==> src/rtl/ym_sr_slot_bank.sv <==
// Two-phase master/slave shift register bank holding one word per time slot,
// with recirculation, a mid-chain tap and a free-running slot counter.
module ym_sr_slot_bank #(
    parameter int DATA_WIDTH = 8,
    parameter int SR_LENGTH  = 24,
    parameter int TAP        = 0,
    parameter int RECIRC     = 1,
    parameter int CNT_WIDTH  = 5
) (
    input  logic                  MCLK,
    input  logic                  reset,
    input  logic                  c1,
    input  logic                  c2,
    input  logic                  we,
    input  logic                  clear,
    input  logic                  sync,
    input  logic [DATA_WIDTH-1:0] data_in,
    output logic [DATA_WIDTH-1:0] data_out,
    output logic [DATA_WIDTH-1:0] tap_out,
    output logic [CNT_WIDTH-1:0]  slot,
    output logic                  slot_last
);

    localparam logic [CNT_WIDTH-1:0] SLOT_LAST = CNT_WIDTH'(SR_LENGTH - 1);

    logic [SR_LENGTH-1:0][DATA_WIDTH-1:0] m_q, m_d;
    logic [SR_LENGTH-1:0][DATA_WIDTH-1:0] s_q, s_d;
    logic [CNT_WIDTH-1:0]                 slot_q, slot_d;

    // Both strobes on one edge act on old values, so c2 copies m_q, not m_d.
    always_comb begin
        m_d    = m_q;
        s_d    = s_q;
        slot_d = slot_q;
        if (c1) begin
            for (int k = 1; k < SR_LENGTH; k++) begin
                m_d[k] = s_q[k-1];
            end
            if (clear) begin
                m_d[0] = '0;
            end else if (we) begin
                m_d[0] = data_in;
            end else if (RECIRC != 0) begin
                m_d[0] = s_q[SR_LENGTH-1];
            end else begin
                m_d[0] = '0;
            end
            if (sync || (slot_q == SLOT_LAST)) begin
                slot_d = '0;
            end else begin
                slot_d = slot_q + 1'b1;
            end
        end
        if (c2) begin
            s_d = m_q;
        end
    end

    always_ff @(posedge MCLK or negedge reset) begin
        if (!reset) begin
            m_q    <= '0;
            s_q    <= '0;
            slot_q <= '0;
        end else begin
            m_q    <= m_d;
            s_q    <= s_d;
            slot_q <= slot_d;
        end
    end

    assign data_out  = s_q[SR_LENGTH-1];
    assign tap_out   = s_q[TAP];
    assign slot      = slot_q;
    assign slot_last = (slot_q == SLOT_LAST);

endmodule

==> config.mk <==
export PLATFORM = sky130hd
export DESIGN_NAME = ym_sr_slot_bank
export DESIGN_NICKNAME = d
export VERILOG_FILES = /design/src/rtl/ym_sr_slot_bank.sv
export SDC_FILE = /design/constraint.sdc
export NUM_CORES = 1
export LEC_CHECK = 0
export CORE_MARGIN = 2
export CORE_UTILIZATION = 55
export DETAILED_ROUTE_END_ITERATION = 8
export MAX_ROUTING_LAYER = met4
export PLACE_DENSITY = 0.72
export SKIP_LAST_GASP = 1
export SYNTH_ARGS = -nofsm -noshare
export SYNTH_HDL_FRONTEND = slang
export SYNTH_SLANG_ARGS = --single-unit
==> constraint.sdc <==
create_clock -name MCLK -period 2.8 [get_ports MCLK]
set_input_delay 0.56 -clock MCLK [delete_from_list [all_inputs] [get_ports MCLK]]
set_output_delay 0.56 -clock MCLK [all_outputs]
set_load 0.005 [all_outputs]
* Yosys cells after proc, flatten, opt, wreduce, memory -nomap -nowiden
Cells that the tools add are included.
** Operators by class
- Mux-type cells :: 3
- Equality and inequality tests :: 1
- Reductions and logical operators :: 1
- $add $sub $neg :: 1
** Operator list (number)
- $mux W8 :: 2
- $add A5 B1 Y5 const B :: 1
- $eq A5 B5 Y1 const B :: 1
- $mux W5 :: 1
- $logic_or A1 B1 Y1 :: 1
** Storage, ports and cells
- Output and inout bits :: 22
- Register bits :: 389
- Word-level logic and storage cells :: 55
- Input bits :: 15

* Depth between registers and ports, before layout
Gate-level depths: netlist of the first run.
- Depth after elaboration :: 3
- Mapped depth :: 6
- Mapped depth without buffers :: 4

* Worst setup path after synthesis of the first run
No wires, ideal clock.
- Kind :: input -> register
- From :: in c1
- To :: reg m_q[100] (netlist bit)
- Required time :: 2675 ps
- Library setup time :: 125 ps
- Buffers on the path :: 3
- Cell stages on the path :: 4
- Path slack :: 1394 ps
- Arrival :: 1281 ps
- Path through :: buf_6 > buf_6 > buf_6 > mux2_4
** RTL lines
- from (decl) :: RTL line 12 : input logic c1,
- to (signal assigned) :: RTL line 65 : m_q <= m_d;
- to (decl) :: RTL line 26 : logic [SR_LENGTH-1:0][DATA_WIDTH-1:0] m_q, m_d;
No word-level cell between the ends.

* Worst setup path after layout of the first run
- From :: reg slot_q[1], in the netlist slot[1]
- To :: out slot_last
** On the way
- Longest elaborated chain between the ends :: 1
** RTL lines
- from (decl) :: RTL line 28 : logic [CNT_WIDTH-1:0] slot_q, slot_d;
- from (signal assigned) :: RTL line 67 : slot_q <= slot_d;
- $eq A5 B5 Y1 :: RTL line 74 : assign slot_last = (slot_q == SLOT_LAST);
- to (decl) :: RTL line 21 : output logic slot_last
No other way between the ends.

==> results of run 1 <==
-- cells in the mapped netlist (all sizes together) --
cell type / n
a21oi: 1
buf: 60
mux2i: 9
nand3: 1
ha: 1
clkbuf: 1
inv: 1
nor3: 1
or2: 1
dfrtp: 389
and2b: 1
nand2: 3
o21ai: 4
nor2b: 1
o2bb2ai: 10
nand2b: 1
mux2: 377
and4b: 1
nand4: 1
-- path summary, 6_finish.rpt --
| kind | startpoint | to | slack (ps) | cells after the start |
|---|---|---|---|---|
| setup / recovery | slot[1] | slot_last | 340 | 3 |
| setup reg to reg | slot[0] | slot[3] | 1450 | 4 |
| hold reg to reg | m_q[6] | m_q[6] | 490 | 1 |
| max in group asynchronous | reset | m_q[51] | 2020 | 2 |
| min in group MCLK | m_q[6] | m_q[6] | 490 | 1 |
| hold / removal | reset | m_q[105] | 40 | 1 |
-- kinds of logic after synthesis --
logic type | Yosys count | synth area share, %
DFF | 389 | 64.4
AOI/OAI and AO/OA | 15 | 0.745
adders and majority gates | 1 | 0.0828
buffers and inverters | 62 | 3.18
and+or+nand+nor | 11 | 0.422
muxes | 386 | 31.2
-- critical path, stage by stage (launching register included) --
cell and delay, ps:
dfrtp_1 390, ha_1 240, and4b_1 240, clkdlybuf4s50_1 510
-- sequential cells by signal (all words and copies together) (netlist names) --
signal	count
m_q	192
tap_out	8
slot	5
data_out	8
s_q	176
-- power by group through the flow --
stage | Clock [uW] | Sequential [uW] | Combinational [uW]
2_1_floorplan | 0 | 6810 | 1160
3_3_place_gp | 0 | 6940 | 1390
3_5_place_dp | 0 | 6980 | 1440
4_1_cts | 5220 | 6880 | 1450
5_1_grt | 5460 | 6980 | 1540
6_report | 5080 | 6870 | 1420
-- cell type report --
cell class                      instances  share of cell area (%)
Timing Repair Buffer                   56                    3.97
Sequential cell                       389                    57.3
Multi-Input combinational cell        413                    28.8
Clock inverter                         11                   0.648
Tap cell                              341                    2.51
Clock buffer                           56                    6.78
Inverter                                1                  0.0221
-- through the flow --
step	hold WS (ps)	instance area, um2	cells	utilization, %	total power (uW)
5_1_grt	84.2	17000	1267	63.1	14000
6_report	40.3	17000	1267	63.1	13400
2_1_floorplan	264	15100	864	-	7980
3_3_place_gp	474	15700	1200	58.4	8330
3_5_place_dp	473	15700	1200	58.4	8410
4_1_cts	67.9	17000	1267	63.1	13600
-- layer usage --
layer / track usage, % / up-vias / wire length, um / part of all wire [%]
met5: - / - / 0 / 0
met4: 3.86 / 0 / 401 / 1.8
met3: 3.47 / 35 / 671 / 3.1
met2: 25.0 / 67 / 10100 / 46
met1: 23.9 / 3596 / 10600 / 49
li1: - / 3117 / - / -
==> impl_metrics.json, run 1 <==
{
  "syn_inst": 864,
  "netlist_area_um2": 15100,
  "multi_input_area_um2": 4900,
  "grt_pass1_vias": 7386,
  "cts_resized": 0,
  "dpl_worst_slack_ps": 887,
  "clk_latency_ps": 520,
  "final.setup.worst_slack_ps": 338,
  "path_max_fanout": 5,
  "fin_tns_setup_ps": 0,
  "row_count": 60,
  "yosysTopAreaCell": "dfrtp_1",
  "p_clk_share_pct": 38.0,
  "cp.arrival_ps": 1900,
  "timing.fmax_mhz": 406,
  "final_common_cell": "dfrtp_1",
  "cap_violations": 0,
  "power.switching_uw": 2930,
  "crit_path_end_kind": "primary output",
  "track_usage_pct": 16.7,
  "clock-sinks": 389,
  "worst_slew_pin_slew_ps": 666,
  "ant_nets": 0,
  "die_w_um": 170,
  "rsz0062_at_grt": "false",
  "pin_count": 37,
  "via_count": 6815,
  "cp.required_ps": 2240,
  "slew_viol_final": 0,
  "antenna_cells": 0,
  "ys_ff_latch": 389,
  "synth_warnings": 0,
  "p_comb_share_pct": 10.6,
  "p_leak_uw": 0.00866,
  "setup.worst_path.start_class": "flop",
  "place.gp.congestion": 0.716,
  "switching_share_pct": 21.9,
  "hp-class": "in -> async",
  "fin_skew_ps": 8.62,
  "drive_gt1_share_pct": 49.6,
  "synth_top_cell_area_share_pct": 64.4,
  "core_area_um2": 27000,
  "cts_made_buffers": 39,
  "fin_crit_ps": 2460,
  "hpwlAfterDp_mm": 12.7,
  "mostFrequentLayoutCells": "dfrtp_1, mux2_2, mux2_4",
  "period_share_pct": 87.9,
  "setup_viol": 0,
  "hold_buffers": 0,
  "firstDrtPassIters": 4,
  "wl_per_cell_um": 17.2,
  "portBuffers": 36,
  "drtIter0Drc": 361,
  "grt_pass1_wl_mm": 38.0,
  "synth_area_leaders": "dfrtp_1, mux2_2, mux2_4",
  "initial_core_util_pct": 56.1,
  "grt_max_degree": 79,
  "routed_wl_mm": 21.8,
  "p_seq_share_pct": 51.4,
  "vias_per_cell": 5.38,
  "clock_tree.root_cell": "clkbuf_16",
  "cts.htree.levels": 2,
  "grt-ovfl-total": 0,
  "nFillCells": 1907,
  "synth_fp_nets": 880,
  "synth_cell_types": 23,
  "cts.clk_slew.worst_paths_ps": 60,
  "powerDensity_nw_per_um2": 786,
  "drc_errors": 0,
  "fin_nets": 916,
  "antenna_found_initial": 0,
  "post_cts.repair.setup_buffers": 0,
  "register_area_um2": 9730,
  "die_area_um2": 28800,
  "ir_drop_v": 0.000556,
  "yosysSeqAreaShare_pct": 64.4,
  "syn2layout_area_growth_pct": 12.5,
  "crit_type": "reg -> out",
  "max_slew_margin_pct": 55.6,
  "die_h_um": 170,
  "cts_buffer_depth": 3,
  "outcome": "complete, no violations",
  "cts_tree": "built",
  "final_hold_viol_count": 0,
  "intPower_uw": 10400,
  "avgSynthCellArea_um2": 17.5
}
No activity file was read; power rests on OpenSTA's default activity.
==> run 2: changes to the inputs <==
- CORE_UTILIZATION: 55 -> 35
- PLACE_DENSITY: 0.72 -> unset
==> run 2 against run 1 <==
Cell count up 19%. Routed wire length about the same. Die area grew 56%. Clock power is 2% lower. Register-to-register slack about the same. Via count grew 0.51%. Critical path type unchanged.
==> impl_metrics.json, run 2 (synthesized netlist as in run 1, its figures left out) <==
{
  "outcome": "complete, no violations",
  "cts_made_buffers": 39,
  "grt_max_degree": 89,
  "path_cells": "ha_1 -> and4b_1 -> clkdlybuf4s50_1",
  "critPathMaxStageDelay_ps": 510,
  "fin_crit_ps": 2460,
  "hold_buffers": 1,
  "crit_type": "reg -> out",
  "largest_reg_flops": 192,
  "drtIter0Drc": 246,
  "crit_path_end_kind": "primary output",
  "grt-ovfl-total": 0,
  "vias_per_cell": 4.53,
  "p_leak_uw": 0.00863,
  "mostFrequentLayoutCells": "dfrtp_1, mux2_2, mux2_4",
  "portBuffers": 36,
  "drc_errors": 0,
  "fin_tns_setup_ps": 0,
  "crit_start": "slot[0]",
  "firstDrtPassIters": 4,
  "cts.htree.levels": 2,
  "die_h_um": 212,
  "post_cts.repair.setup_buffers": 0,
  "grt_pass1_vias": 7691,
  "fin_hold_ws_ps": 482,
  "track_usage_pct": 10.7,
  "reg_top3": "m_q (192), s_q (176)",
  "antenna_found_initial": 0,
  "core_area_um2": 42900,
  "rr_startpoint": "slot[0]",
  "antenna_cells": 0,
  "timing.fmax_mhz": 406,
  "cts_resized": 0,
  "setup.worst_path.start_class": "flop",
  "fin_util_pct": 40.2,
  "hold_path_startpoint": "c1",
  "setup_viol": 0,
  "die_area_um2": 44900,
  "cp.arrival_ps": 1900,
  "fin_nets": 914,
  "routed_wl_mm": 21.7,
  "pin_count": 37,
  "path_buf_inv": 1,
  "row_count": 76,
  "clock_tree.root_cell": "clkbuf_16",
  "cts_buffer_depth": 3,
  "via_count": 6850,
  "powerDensity_nw_per_um2": 767,
  "syn2layout_area_growth_pct": 14.1,
  "fin_skew_ps": 11.6,
  "clock-sinks": 389,
  "grt_pass1_wl_mm": 38.8,
  "hp-class": "in -> reg",
  "cap_violations": 0,
  "final_common_cell": "dfrtp_1",
  "final_hold_viol_count": 0,
  "die_w_um": 212,
  "initial_core_util_pct": 35.2,
  "drive_gt1_share_pct": 49.5,
  "regMostFlops": "m_q",
  "rsz0062_at_grt": "false",
  "ir_drop_v": 0.000529,
  "cp.required_ps": 2240,
  "hpwlAfterDp_mm": 12.4,
  "max_slew_margin_pct": 58.5,
  "cts.clk_slew.worst_paths_ps": 60,
  "slew_viol_final": 0,
  "wl_per_cell_um": 14.4,
  "clk_latency_ps": 520,
  "path_max_fanout": 5,
  "period_share_pct": 88.0,
  "ant_nets": 0,
  "worst_slew_pin_slew_ps": 621,
  "cp_top_family": "buffers and inverters",
  "cp_slowest_cell": "clkdlybuf4s50_1",
  "cts_tree": "built",
  "place.gp.congestion": 0.699
}
run 2: cell types whose count changed in the layout (fill, tap and decap cells not counted):
cell | previous run | this run
dlygate4sd3_1 | 0 | 1
clkbuf_8 | 8 | 11
buf_12 | 12 | 9
clkinv_2 | 7 | 8
bufinv_16 | 2 | 0
run 2: stage by stage:
| step | total power [uW] | setup slack (ps) | std cells | instance area [um2] |
|---|---|---|---|---|
| floorplan | 7980 | 1390 | 864 | 15100 |
| global placement | 8330 | 894 | 1441 | 16000 |
| detailed placement | 8390 | 853 | 1441 | 16000 |
| CTS | 13500 | 305 | 1511 | 17200 |
| global route | 13900 | 207 | 1511 | 17200 |
| finish | 13200 | 337 | 1511 | 17200 |
run 2: report_power, final:
| part | internal (uW) | leakage [uW] | switching, uW |
|---|---|---|---|
| Sequential | 6440 | 0.00534 | 413 |
| Clock | 2940 | 0.000618 | 2030 |
| Combinational | 955 | 0.00267 | 450 |
run 2: area by class of cell:
| class | instances | area [um2] |
|---|---|---|
| Clock buffer | 59 | 1190 |
| Clock inverter | 10 | 55.1 |
| Fill cell | 3911 | 25600 |
| Inverter | 1 | 3.75 |
| Multi-Input combinational cell | 413 | 4900 |
| Sequential cell | 389 | 9730 |
| Tap cell | 585 | 732 |
| Timing Repair Buffer | 54 | 624 |
run 2: path summary, 6_finish.rpt:
path                             end  slack, ps  depth (start not counted)
setup / recovery           slot_last        340                          3
hold / removal               slot[1]        480                          3
setup reg to reg             slot[1]       1440                          4
hold reg to reg               m_q[2]        480                          1
max in group asynchronous   m_q[136]       1460                          3
min in group asynchronous    s_q[75]        550                          2
run 2: metal layers:
layer	GRT usage (%)	vias to the layer above	wire length [um]
met5	-	-	0
met4	3.55	0	524
met3	2.18	42	737
met2	16.6	74	10300
met1	14.1	3618	10200
li1	-	3116	-
run 2: worst reg2reg max path, cell delays in order (launching register included):
cell,delay [ps]
dfrtp_1,410
ha_1,260
and4b_1,210
or2_0,240
o2bb2ai_1,160
